**config.mk**
```make
export PLATFORM = sky130hd
export DESIGN_NAME = threshold_fifo
export DESIGN_NICKNAME = d
export VERILOG_FILES = /design/src/rtl/threshold_fifo.sv
export SDC_FILE = /design/constraint.sdc
export NUM_CORES = 1
export LEC_CHECK = 0
export CAP_MARGIN = 20
export CORE_AREA = 5 5 103 105
export CTS_BUF_LIST = sky130_fd_sc_hd__clkbuf_2 sky130_fd_sc_hd__clkbuf_4 sky130_fd_sc_hd__clkbuf_8
export DETAILED_ROUTE_END_ITERATION = 10
export DIE_AREA = 0 0 108 110
export PLACE_DENSITY_LB_ADDON = 0.3
export SYNTH_ARGS = -nofsm -noshare
export SYNTH_HDL_FRONTEND = slang
export SYNTH_SLANG_ARGS = --single-unit
```
**constraint.sdc**
```tcl
create_clock -name clk -period 2.83 [get_ports clk]
set_clock_uncertainty 0.2 [all_clocks]
set_input_delay 0.283 -clock clk [delete_from_list [all_inputs] [get_ports clk]]
set_output_delay 0.283 -clock clk [all_outputs]
set_load 0.02 [all_outputs]
```
**src/rtl/threshold_fifo.sv**
```systemverilog
// rtl/threshold_fifo.sv - synchronous FIFO with almost-full/empty thresholds and sticky error flags
// Define FIFO_FWFT_EN for first-word-fall-through output; default is registered read.
module threshold_fifo #(
   parameter int WIDTH         = 8,
   parameter int DEPTH         = 10,
   parameter int AFULL_THRESH  = DEPTH - 2,
   parameter int AEMPTY_THRESH = 2
) (
   input  logic                       clk,
   input  logic                       rst,
   input  logic                       wr_en,
   input  logic [WIDTH-1:0]           data_in,
   input  logic                       rd_en,
   output logic [WIDTH-1:0]           data_out,
   output logic                       empty,
   output logic                       full,
   output logic                       almost_empty,
   output logic                       almost_full,
   output logic [$clog2(DEPTH+1)-1:0] level,
   output logic                       overflow,
   output logic                       underflow,
   input  logic                       clr_err
);

   localparam int PW = $clog2(DEPTH);
   localparam int LW = $clog2(DEPTH+1);
   localparam logic [PW-1:0] LAST_PTR = PW'(DEPTH - 1);
   localparam logic [LW-1:0] FULL_LVL = LW'(DEPTH);
   localparam logic [LW-1:0] AF_LVL   = LW'(AFULL_THRESH);
   localparam logic [LW-1:0] AE_LVL   = LW'(AEMPTY_THRESH);

   logic [WIDTH-1:0] r_mem [DEPTH];
   logic [PW-1:0]    r_wr_ptr;
   logic [PW-1:0]    r_rd_ptr;
   logic [LW-1:0]    r_level;
   logic [WIDTH-1:0] r_dout;
   logic             r_ovf;
   logic             r_unf;

   logic w_full;
   logic w_empty;
   logic w_wr_acc;
   logic w_rd_acc;
   logic w_pop;

   function automatic logic [PW-1:0] f_inc(input logic [PW-1:0] p);
      return (p == LAST_PTR) ? '0 : p + PW'(1);
   endfunction

   assign w_full   = (r_level == FULL_LVL);
   assign w_wr_acc = wr_en && !w_full;

`ifdef FIFO_FWFT_EN
   // r_level counts the output-stage word too, so the array holds level minus that word
   logic          r_valid;
   logic [LW-1:0] w_mem_cnt;
   logic          w_mem_ne;

   assign w_mem_cnt = r_level - {{(LW-1){1'b0}}, r_valid};
   assign w_mem_ne  = (w_mem_cnt != '0);
   assign w_empty   = !r_valid;
   assign w_rd_acc  = rd_en && r_valid;
   assign w_pop     = w_mem_ne && (!r_valid || w_rd_acc);
`else
   assign w_empty  = (r_level == '0);
   assign w_rd_acc = rd_en && !w_empty;
   assign w_pop    = w_rd_acc;
`endif

   always_ff @(posedge clk) begin
      if (w_wr_acc) begin
         r_mem[r_wr_ptr] <= data_in;
      end
   end

   always_ff @(posedge clk or negedge rst) begin
      if (!rst) begin
         r_wr_ptr <= '0;
         r_rd_ptr <= '0;
         r_level  <= '0;
         r_dout   <= '0;
         r_ovf    <= 1'b0;
         r_unf    <= 1'b0;
`ifdef FIFO_FWFT_EN
         r_valid  <= 1'b0;
`endif
      end else begin
         if (w_wr_acc) begin
            r_wr_ptr <= f_inc(r_wr_ptr);
         end
         if (w_pop) begin
            r_rd_ptr <= f_inc(r_rd_ptr);
         end
         case ({w_wr_acc, w_rd_acc})
            2'b10:   r_level <= r_level + LW'(1);
            2'b01:   r_level <= r_level - LW'(1);
            default: r_level <= r_level;
         endcase
`ifdef FIFO_FWFT_EN
         if (w_pop) begin
            r_dout  <= r_mem[r_rd_ptr];
            r_valid <= 1'b1;
         end else if (w_rd_acc) begin
            r_valid <= 1'b0;
         end
`else
         if (w_rd_acc) begin
            r_dout <= r_mem[r_rd_ptr];
         end
`endif
         if (wr_en && w_full) begin
            r_ovf <= 1'b1;
         end else if (clr_err) begin
            r_ovf <= 1'b0;
         end
         // a read paired with a write into an empty FIFO is only deferred, not lost
         if (rd_en && w_empty && !wr_en) begin
            r_unf <= 1'b1;
         end else if (clr_err) begin
            r_unf <= 1'b0;
         end
      end
   end

   assign data_out     = r_dout;
   assign empty        = w_empty;
   assign full         = w_full;
   assign almost_empty = (r_level <= AE_LVL);
   assign almost_full  = (r_level >= AF_LVL);
   assign level        = r_level;
   assign overflow     = r_ovf;
   assign underflow    = r_unf;

endmodule
```
Word level (Yosys, flattened, before mapping) --
Memory sizes are Yosys's and may differ from the RTL's. A register that Yosys moved wholly into a read port is not among the register bits. Cells that the tools add are included. W data, S select, Z words.
Cells by class: $add $sub $neg 4, multiply operators 0, div/mod/pow operators 0, magnitude comparators 2, equality and inequality tests 5, shift operators 0, multiplexer cells 8, bitwise operators 0, reduce and logical (&&, ||, !) cells 13
Operators by type and width (number):
- $add A4 B1 Y4 const B | 3
- $eq A4 B4 Y1 const B | 3
- $mux W4 | 2
- $pmux W4 S2 | 1
- $reduce_bool A2 Y1 | 3
- $logic_and A1 B1 Y1 | 5
- $mux W1 | 5
- $ge A4 B4 Y1 const B | 1
- $le A4 B2 Y1 const B | 1
- $logic_not A1 Y1 | 4
- $logic_not A4 Y1 | 1
- $sub A4 B1 Y4 const B | 1
- $eq A2 B1 Y1 const B | 1
- $eq A2 B2 Y1 const B | 1
Storage, ports and cells: register bits 14, bits in latches 0, RAM bits 80, bits in read-only memories 0, bits of input ports 13, output and inout bits 18, word-level logic and storage cells 38, memories 1
Memory list:
- r_mem | depth 10, bits a word 8, rd ports 1, clocked after memory_dff 1, wr ports 1, RTL line 32 | logic [WIDTH-1:0] r_mem [DEPTH];

Depth between registers and ports, before layout --
Gate-level depths: netlist of run 1.
depth in word-level cells 5, mapped depth 11, gate-level depth less buffers 10

Worst setup path after synthesis of run 1 --
Ideal clock, no wire load.
kind reg-to-reg, start reg r_level[1] (netlist: level[1]), end mem r_mem[4][0], enable pin, library setup time 395 ps, arrival 2138 ps, required time 2235 ps, setup slack 97 ps, cell stages (with the launch flop) 6, path buffers 2, period minus slack after synthesis 2733 ps, path through dfrtp_1 > buf_2 > and4bb_2 > nand2b_1 > clkbuf_1 > nor4_1
Between the ends: cells in the longest elaborated chain, start to end 5
RTL lines:
- start, declared | RTL line 35 | logic [LW-1:0] r_level;
- start signal, assigned | RTL line 95 | 2'b10: r_level <= r_level + LW'(1);
- start signal, assigned | RTL line 96 | 2'b01: r_level <= r_level - LW'(1);
- start signal, assigned | RTL line 97 | default: r_level <= r_level;
- $eq A4 B4 Y1 | RTL line 50 | assign w_full = (r_level == FULL_LVL);
- net full | RTL line 16 | output logic full,
- $logic_not A1 Y1 | RTL line 51 | assign w_wr_acc = wr_en && !w_full;
- $logic_and A1 B1 Y1 | RTL line 51
- $mux W1 | RTL line 71 | if (w_wr_acc) begin
- $mux W1 (implied by the code) | RTL line 72 | r_mem[r_wr_ptr] <= data_in;
- end, declared | RTL line 32
The timed path passes the listed nets, and every way through them passes these cells.

Worst setup path after layout of run 1 --
start reg r_level[2] (netlist: level[2]), end reg r_level[2] (netlist: level[2])
Between the ends: cells in the longest elaborated chain, start to end 5, elaborated cells between the ends (all ways) 12, those cells by class add/sub (2); eq/ne (3); mux (1); reduce/logical (6)
RTL lines:
- $logic_not A4 Y1 * | RTL line 65 | assign w_empty = (r_level == '0);
- $logic_not A1 Y1 * | RTL line 66 | assign w_rd_acc = rd_en && !w_empty;
- $logic_and A1 B1 Y1 * | RTL line 66
- net w_pop | RTL line 44 | logic w_pop;
- $eq A2 B1 Y1 / $eq A2 B2 Y1 (equally long branches) | RTL line 94 | case ({w_wr_acc, w_rd_acc})
- $pmux W4 S2 / $reduce_bool A2 Y1 (equally long branches)
The timed path passes the listed nets; every way through them passes the cells marked *. A chain may end at the register's enable or synchronous reset.

==> results of run 1 <==
## critical path, stage by stage (launching register included)
cell and delay [ps]:
dfrtp_1 480, or4_4 550, nand2_4 100, inv_2 60, ha_1 240, xor2_1 160
ha_1 180, a21oi_1 140, xor2_1 160, nor2_1 70, xor2_1 140
## per-stage QoR
step           instance area (sq um)  setup WS [ps]  std cells  utilization [%]
2_1_floorplan                   4210           96.9        248                -
3_3_place_gp                    4700            277        411             49.2
3_5_place_dp                    4700            233        411             49.2
4_1_cts                         4900            208        427             51.3
5_1_grt                         4940           68.4        429             51.7
6_report                        4940            225        429             51.7
## flip-flops by register name (all words and copies together), names as in the netlist
signal,count
overflow,1
r_rd_ptr,4
data_out,8
r_mem,80
underflow,1
r_wr_ptr,4
level,4
## metal layers
layer / up-vias / track usage [%]
met1: 1033 / 18.6
met5: - / 0
li1: 1038 / -
met4: 0 / 5.95
met3: 7 / 2.85
met2: 34 / 19.7
## timing repair
item                                   in CTS  in global routing
hold buffers                                0                  1
setup endpoints to repair                   0                  0
endpoints found under the hold margin       0                  2
## cells in the final DEF (no fill, tap or decap), types with 5 or more instances in the layout
cell	count
mux2i_1	8
mux4_1	7
clkbuf_8	9
nand2_1	18
nor2_1	5
dfrtp_1	22
o21ai_1	18
buf_4	15
edfxtp_1	80
mux2_2	9
clkdlybuf4s50_1	30
xnor2_1	5
inv_1	5
mux4_2	9
## power breakdown
part,switching [mW],internal (mW)
logic,0.824,0.863
registers,0.229,1.90
clock network,0.542,0.352
## layout make-up
cell class                      instances  area [sq um]
Tap cell                              133           166
Clock buffer                            9           124
Multi-Input combinational cell        124          1140
Sequential cell                       102          2950
Timing Repair Buffer                   47           450
Clock inverter                          7          76.3
Fill cell                             814          4610
Inverter                                7          26.3
## logic make-up (layout without fill, tap and decap cells)
group                      Yosys count  count (layout)  share of synthesized area [%]
and+or+nand+nor                     49              49                           6.66
muxes                               34              34                           13.8
DFF                                102             102                           70.2
xor gates and xnor gates             9               9                           1.87
AOI/OAI and AO/OA                   29              29                           3.93
buffers and inverters               22              70                           2.68
adders and majority gates            3               3                          0.892
## worst max-delay path by stage
stage	startpoint	end
4_1_cts	level[2]$_DFFE_PN0P_	level[2]$_DFFE_PN0P_
5_1_grt	level[2]$_DFFE_PN0P_	level[2]$_DFFE_PN0P_
2_1_floorplan	level[1]$_DFFE_PN0P_	r_mem[4][0]$_DFFE_PP_
3_3_place_gp	level[2]$_DFFE_PN0P_	level[2]$_DFFE_PN0P_
6_report	level[2]$_DFFE_PN0P_	level[2]$_DFFE_PN0P_
3_5_place_dp	level[2]$_DFFE_PN0P_	level[2]$_DFFE_PN0P_
==> results.txt, run 1 <==
----------------------------------------------------
[Clock tree]
  CTS tree ... yes
  Post-cts repair resize count ... 0
  H-Tree Level Count ... 3
  Clock transition time at the flip-flop clock pins of the worst setup and hold paths ... approximately 100 ps
  Longest Clk Path Bufs ... 2
  Count of buffers added by post-CTS timing repair for setup ... 0
  Insertion delay to the later sink of the worst-skew pair ... around 370 ps
  Clock buffer count from CTS ... 9
  Clk sink count ... 102
  CTS root buffer ... clkbuf_8

[Placement]
  Final weighted congestion of routability-driven global placement ... approximately 0.74
  Post-DP HPWL ... between 4000 and 5000 um
  Count of port buffers added during placement ... 30

[Power]
  Ratio of total power to cell area ... around 950 nW/um^2
  Static Leak ... 1.76 nW
  Largest voltage drop on the vdd net ... around 0.3 mV
  Pwr Total ... ~4.7 mW

[Logic synthesis]
  Unique cell type count in the Yosys netlist ... 43
  Most frequent cell after synthesis ... edfxtp_1
  Number of synthesized flops with an enable pin ... 80
  Syn Inst Count ... 248
  Syn. warnings ... 0
  Sequential-to-total area share from yosys stat ... ~70%
  Synthesized area ... 4210 sq um
  Post-Syn Nets ... 264
  Most common flop cell mapped by yosys ... edfxtp_1
  Average footprint of a synthesized cell ... 17.0 sq um
  Most frequent cells after synthesis ... edfxtp_1, dfrtp_1, nand2_1, o21ai_1
  Area share of the leading cell type in the synthesized netlist ... approximately 57%
  Most area-consuming cells after synthesis ... edfxtp_1, dfrtp_1, mux4_2
  Post-synthesis cell type with the largest combined area ... edfxtp_1
  Synth Register Bits ... 102
  Share of synthesized registers carrying an async set or reset ... between 20% and 30%

[STA]
  # setup viols final ... 0
  Worst slew pin tran ... 550 ps
  Max-slew violation count ... 0
  Final worst path period share ... between 90% and 100%
  Setup repair after global routing missed its margin ... false
  Final Critical Period ... roughly 2600 ps
  Max-Slew Margin vs Limit ... 63.3%
  Maximum clock frequency ... 0.384 GHz
  Count of final hold-check violations ... 0
  Final-layout setup total negative slack ... 0 ps
  Worst hold-check slack ... between 200 and 300 ps

[Worst hold path]
  Count of cells along the worst hold path ... 2
  Class of the tightest hold or removal check ... reg -> reg
  WHS Endpoint ... data_out[0]$_DFFE_PN0P_
  Source of the worst hold timing path ... data_out[0]$_DFFE_PN0P_

[Routing]
  Router iterations before antenna repair ... 5
  Detailed-route wire length ... about 7000 um
  Post-DR vias/cell ... between 4 and 5
  Post-detailed-route DRC marker count ... 0
  Number of vias in the routed layout ... approximately 2,100
  ANT nets after route ... 0
  Highest metal layer with signal wires ... met4
  Routed length on met3 ... roughly 200 um
  Detailed Route Iter0 Violations ... 89
  Met1 wire length ... around 3400 um
  Met2 Routed Length ... 3340 um
  Routed length per instance ... 16.3 um

[Die]
  Number of placement rows ... 36
  Die Footprint ... ~12,000 sq um
  Die height ... around 110 um
  Top-level port count ... 31
  Core footprint ... around 9500 sq um
  Effective utilization at floorplan ... between 40% and 50%
  Chip Width ... about 110 um

[Cells and area]
  Total Nets Final ... 307
  Synthesis-to-finish area growth ... 17.4%
  Fraction of layout instances using a drive strength above 1 ... about a fifth
  Final antenna diode count ... 0

[Setup path]
  Maximum fanout encountered on the critical timing path ... 8
  Startpoint of the lowest-slack register-to-register path ... level[2]$_DFFE_PN0P_
  Flop-to-flop setup slack ... around 220 ps
  WP data arrival ... ~2700 ps
  Path type of the worst setup path ... reg -> reg
  Worst path required time ... between 2000 and 3000 ps
  Category of the worst setup path launch point ... register
  Number of cells traversed by the worst register-to-register path ... 10
  Critical Path End Type ... register
  Capture instance of the worst register-to-register path ... level[2]$_DFFE_PN0P_

[Global routing]
  Initial antenna violation count ... 0
  Total congestion overflow ... 0
  Vias in the first global route ... 2,112
  Global-route wire length before repair ... about 12,000 um
  Total routing usage reported by global routing ... 13.2%
  Largest net degree at the start of global routing ... 23

[Flow run]
  Total of max-cap violations ... 0

[Run status]
  Result of the run ... complete, no violations

----------------------------------------------------
(Power assumes the default switching activity.)
==> inputs of run 2 (changes only) <==
--- a/config.mk
+++ b/config.mk
@@ -6,10 +6,10 @@
 export NUM_CORES = 1
 export LEC_CHECK = 0
 export CAP_MARGIN = 20
-export CORE_AREA = 5 5 103 105
+export CORE_AREA = 5 5 94 96
 export CTS_BUF_LIST = sky130_fd_sc_hd__clkbuf_2 sky130_fd_sc_hd__clkbuf_4 sky130_fd_sc_hd__clkbuf_8
 export DETAILED_ROUTE_END_ITERATION = 10
-export DIE_AREA = 0 0 108 110
+export DIE_AREA = 0 0 99 101
 export PLACE_DENSITY_LB_ADDON = 0.3
 export SYNTH_ARGS = -nofsm -noshare
 export SYNTH_HDL_FRONTEND = slang
==> results.txt, run 2 (same netlist as run 1, synthesis figures left out) <==
----------------------------------------------------
[STA]
  # setup viols final ... 0 (unchanged)
  Final Critical Period ... 2590 ps (was 2610 ps)
  Count of final hold-check violations ... 0 (unchanged)
  Max-slew violation count ... 0 (unchanged)
  Worst slew pin tran ... 567 ps (was 550 ps)
  Maximum clock frequency ... 0.386 GHz (was 0.384 GHz)
  Max-Slew Margin vs Limit ... 62.2% (was 63.3%)
  Final-layout setup total negative slack ... 0 ps (unchanged)
  Final worst path period share ... 91.6% (was 92.1%)
  Setup repair after global routing missed its margin ... false (unchanged)

[Routing]
  Detailed Route Iter0 Violations ... 123 (was 89)
  Routed length per instance ... 17.5 um (was 16.3 um)
  ANT nets after route ... 0 (unchanged)
  Post-detailed-route DRC marker count ... 0 (unchanged)
  Number of vias in the routed layout ... 2,179 (was 2,112)
  Post-DR vias/cell ... 5.46 (was 4.92)
  Router iterations before antenna repair ... 4 (was 5)
  Detailed-route wire length ... 6980 um (was 7010 um)

[Setup path]
  WP data arrival ... 2640 ps (was 2650 ps)
  Flop-to-flop setup slack ... 240 ps (was 220 ps)
  Capture instance of the worst register-to-register path ... level[2]$_DFFE_PN0P_ (unchanged)
  Critical Path End Type ... register (unchanged)
  Category of the worst setup path launch point ... register (unchanged)
  Startpoint of the lowest-slack register-to-register path ... level[2]$_DFFE_PN0P_ (unchanged)
  Number of cells traversed by the worst register-to-register path ... 10 (unchanged)
  Maximum fanout encountered on the critical timing path ... 8 (unchanged)
  Worst path required time ... 2880 ps (about the same)
  Path type of the worst setup path ... reg -> reg (unchanged)

[Cells and area]
  Final Instance Count excl. Fillers ... 399 (was 429)
  Leading cell type in the layout, fill and taps excluded ... edfxtp_1 (unchanged)
  Final cell area excluding filler cells ... 4860 sq um (was 4940 sq um)
  Fraction of layout instances using a drive strength above 1 ... 19.0% (was 19.3%)
  Total Nets Final ... 305 (was 307)
  Final antenna diode count ... 0 (unchanged)
  Most flops, register ... r_mem (unchanged)
  Synthesis-to-finish area growth ... 15.5% (was 17.4%)
  Number of flip-flops in the largest register ... 80 (unchanged)
  Highest-count cells in the layout ignoring fill and taps ... edfxtp_1, clkdlybuf4s50_1, dfrtp_1 (unchanged)

[Clock tree]
  Count of buffers added by post-CTS timing repair for setup ... 0 (unchanged)
  Clock transition time at the flip-flop clock pins of the worst setup and hold paths ... 100 ps (about the same)
  Post-cts repair resize count ... 0 (unchanged)
  Number of buffers added to fix hold violations after cts ... 0 (unchanged)
  CTS root buffer ... clkbuf_8 (unchanged)
  Insertion delay to the later sink of the worst-skew pair ... 360 ps (was 370 ps)
  Longest Clk Path Bufs ... 2 (unchanged)
  CTS tree ... yes (unchanged)
  H-Tree Level Count ... 3 (unchanged)
  Clock buffer count from CTS ... 9 (unchanged)
  Clk sink count ... 102 (unchanged)

[Die]
  Die height ... 101 um (was 110 um)
  Effective utilization at floorplan ... 52.8% (was 44.1%)
  Core footprint ... 7970 sq um (was 9550 sq um)
  Number of placement rows ... 33 (was 36)
  Die Footprint ... 10000 sq um (was 11,900 sq um)
  Chip Width ... 99 um (was 108 um)
  Top-level port count ... 31 (unchanged)

[Placement]
  Post-DP HPWL ... 4690 um (was 4750 um)
  Final weighted congestion of routability-driven global placement ... 0.759 (was 0.739)
  Cell area after placement ... 4660 sq um (was 4700 sq um)
  Cell count after placement ... 383 (was 411)
  Count of port buffers added during placement ... 30 (unchanged)

[Global routing]
  Initial antenna violation count ... 0 (unchanged)
  Largest net degree at the start of global routing ... 28 (was 23)
  Total routing usage reported by global routing ... 15.6% (was 13.2%)
  Vias in the first global route ... 2,207 (was 2,112)
  Total congestion overflow ... 0 (unchanged)
  Global-route wire length before repair ... 11,600 um (was 11,500 um)

[Power]
  Sw Ratio ... 33.9% (was 33.8%)
  Static Leak ... 1.74 nW (was 1.76 nW)
  Cell-internal power ... 3.10 mW (was 3.12 mW)
  Pwr Total ... 4.69 mW (was 4.71 mW)
  Share of power burned in the clock network ... 18.5% (was 19.0%)
  Total net switching power ... 1.59 mW (was 1.60 mW)
  Sequential share of power ... 45.5% (was 45.3%)
  Ratio of total power to cell area ... 966 nW/um^2 (was 955 nW/um^2)
  Logic pwr share ... 35.9% (was 35.8%)
  Largest voltage drop on the vdd net ... 0.408 mV (was 0.292 mV)

[Flow run]
  Total of max-cap violations ... 0 (unchanged)

[Worst hold path]
  Class of the tightest hold or removal check ... in -> async (was reg -> reg)

[Run status]
  Result of the run ... complete, no violations (unchanged)

----------------------------------------------------
==> run 2: final cells by class <==
class,instances,area [sq um]
Clock buffer,9,124
Clock inverter,7,70.1
Fill cell,597,3110
Inverter,7,26.3
Multi-Input combinational cell,124,1140
Sequential cell,102,2950
Tap cell,105,131
Timing Repair Buffer,45,413
==> run 2: stage by stage <==
step / setup WS (ps) / util [%] / hold slack [ps]
global route: 105 / 61.0 / 79.4
finish: 239 / 61.0 / 56.1
global placement: 298 / 58.5 / 267
floorplan: 96.9 / - / -213
CTS: 230 / 61.0 / 39.3
detailed placement: 246 / 58.5 / 274
==> run 2: worst max-delay path: stages (launching register included) <==
cell and delay (ps):
dfrtp_1 480, or4_4 550, nand2_4 100, inv_2 60, ha_1 250, xor2_1 160
ha_1 180, a21oi_1 140, xor2_1 160, nor2_1 60, xor2_1 140
==> run 2: worst max-delay path by stage <==
stage / startpoint / to / slack [ps] / cells after the start
final: level[2]$_DFFE_PN0P_ / level[2]$_DFFE_PN0P_ / 240 / 10
after global routing: level[2]$_DFFE_PN0P_ / level[2]$_DFFE_PN0P_ / 100 / 10
after CTS: level[2]$_DFFE_PN0P_ / level[2]$_DFFE_PN0P_ / 230 / 10
after detailed placement: level[2]$_DFFE_PN0P_ / level[2]$_DFFE_PN0P_ / 250 / 10
after global placement: level[2]$_DFFE_PN0P_ / level[2]$_DFFE_PN0P_ / 300 / 10
after floorplan: level[1]$_DFFE_PN0P_ / r_mem[4][0]$_DFFE_PP_ / 100 / 5
==> run 2: power groups by stage <==
stage	registers (mW)	logic [mW]	clock network (mW)
floorplan	2.17	1.17	0
detailed placement	2.17	1.70	0
finish	2.14	1.68	0.870
global route	2.19	1.83	0.952
global placement	2.16	1.67	0
CTS	2.14	1.71	0.898
==> run 2: metal layers <==
metal	share of wire, %	vias up	track usage, %
met2	48	51	23.8
li1	-	1037	-
met1	46	1084	22.1
met5	0	-	0
met4	1.3	0	7.14
met3	4.7	7	3.04
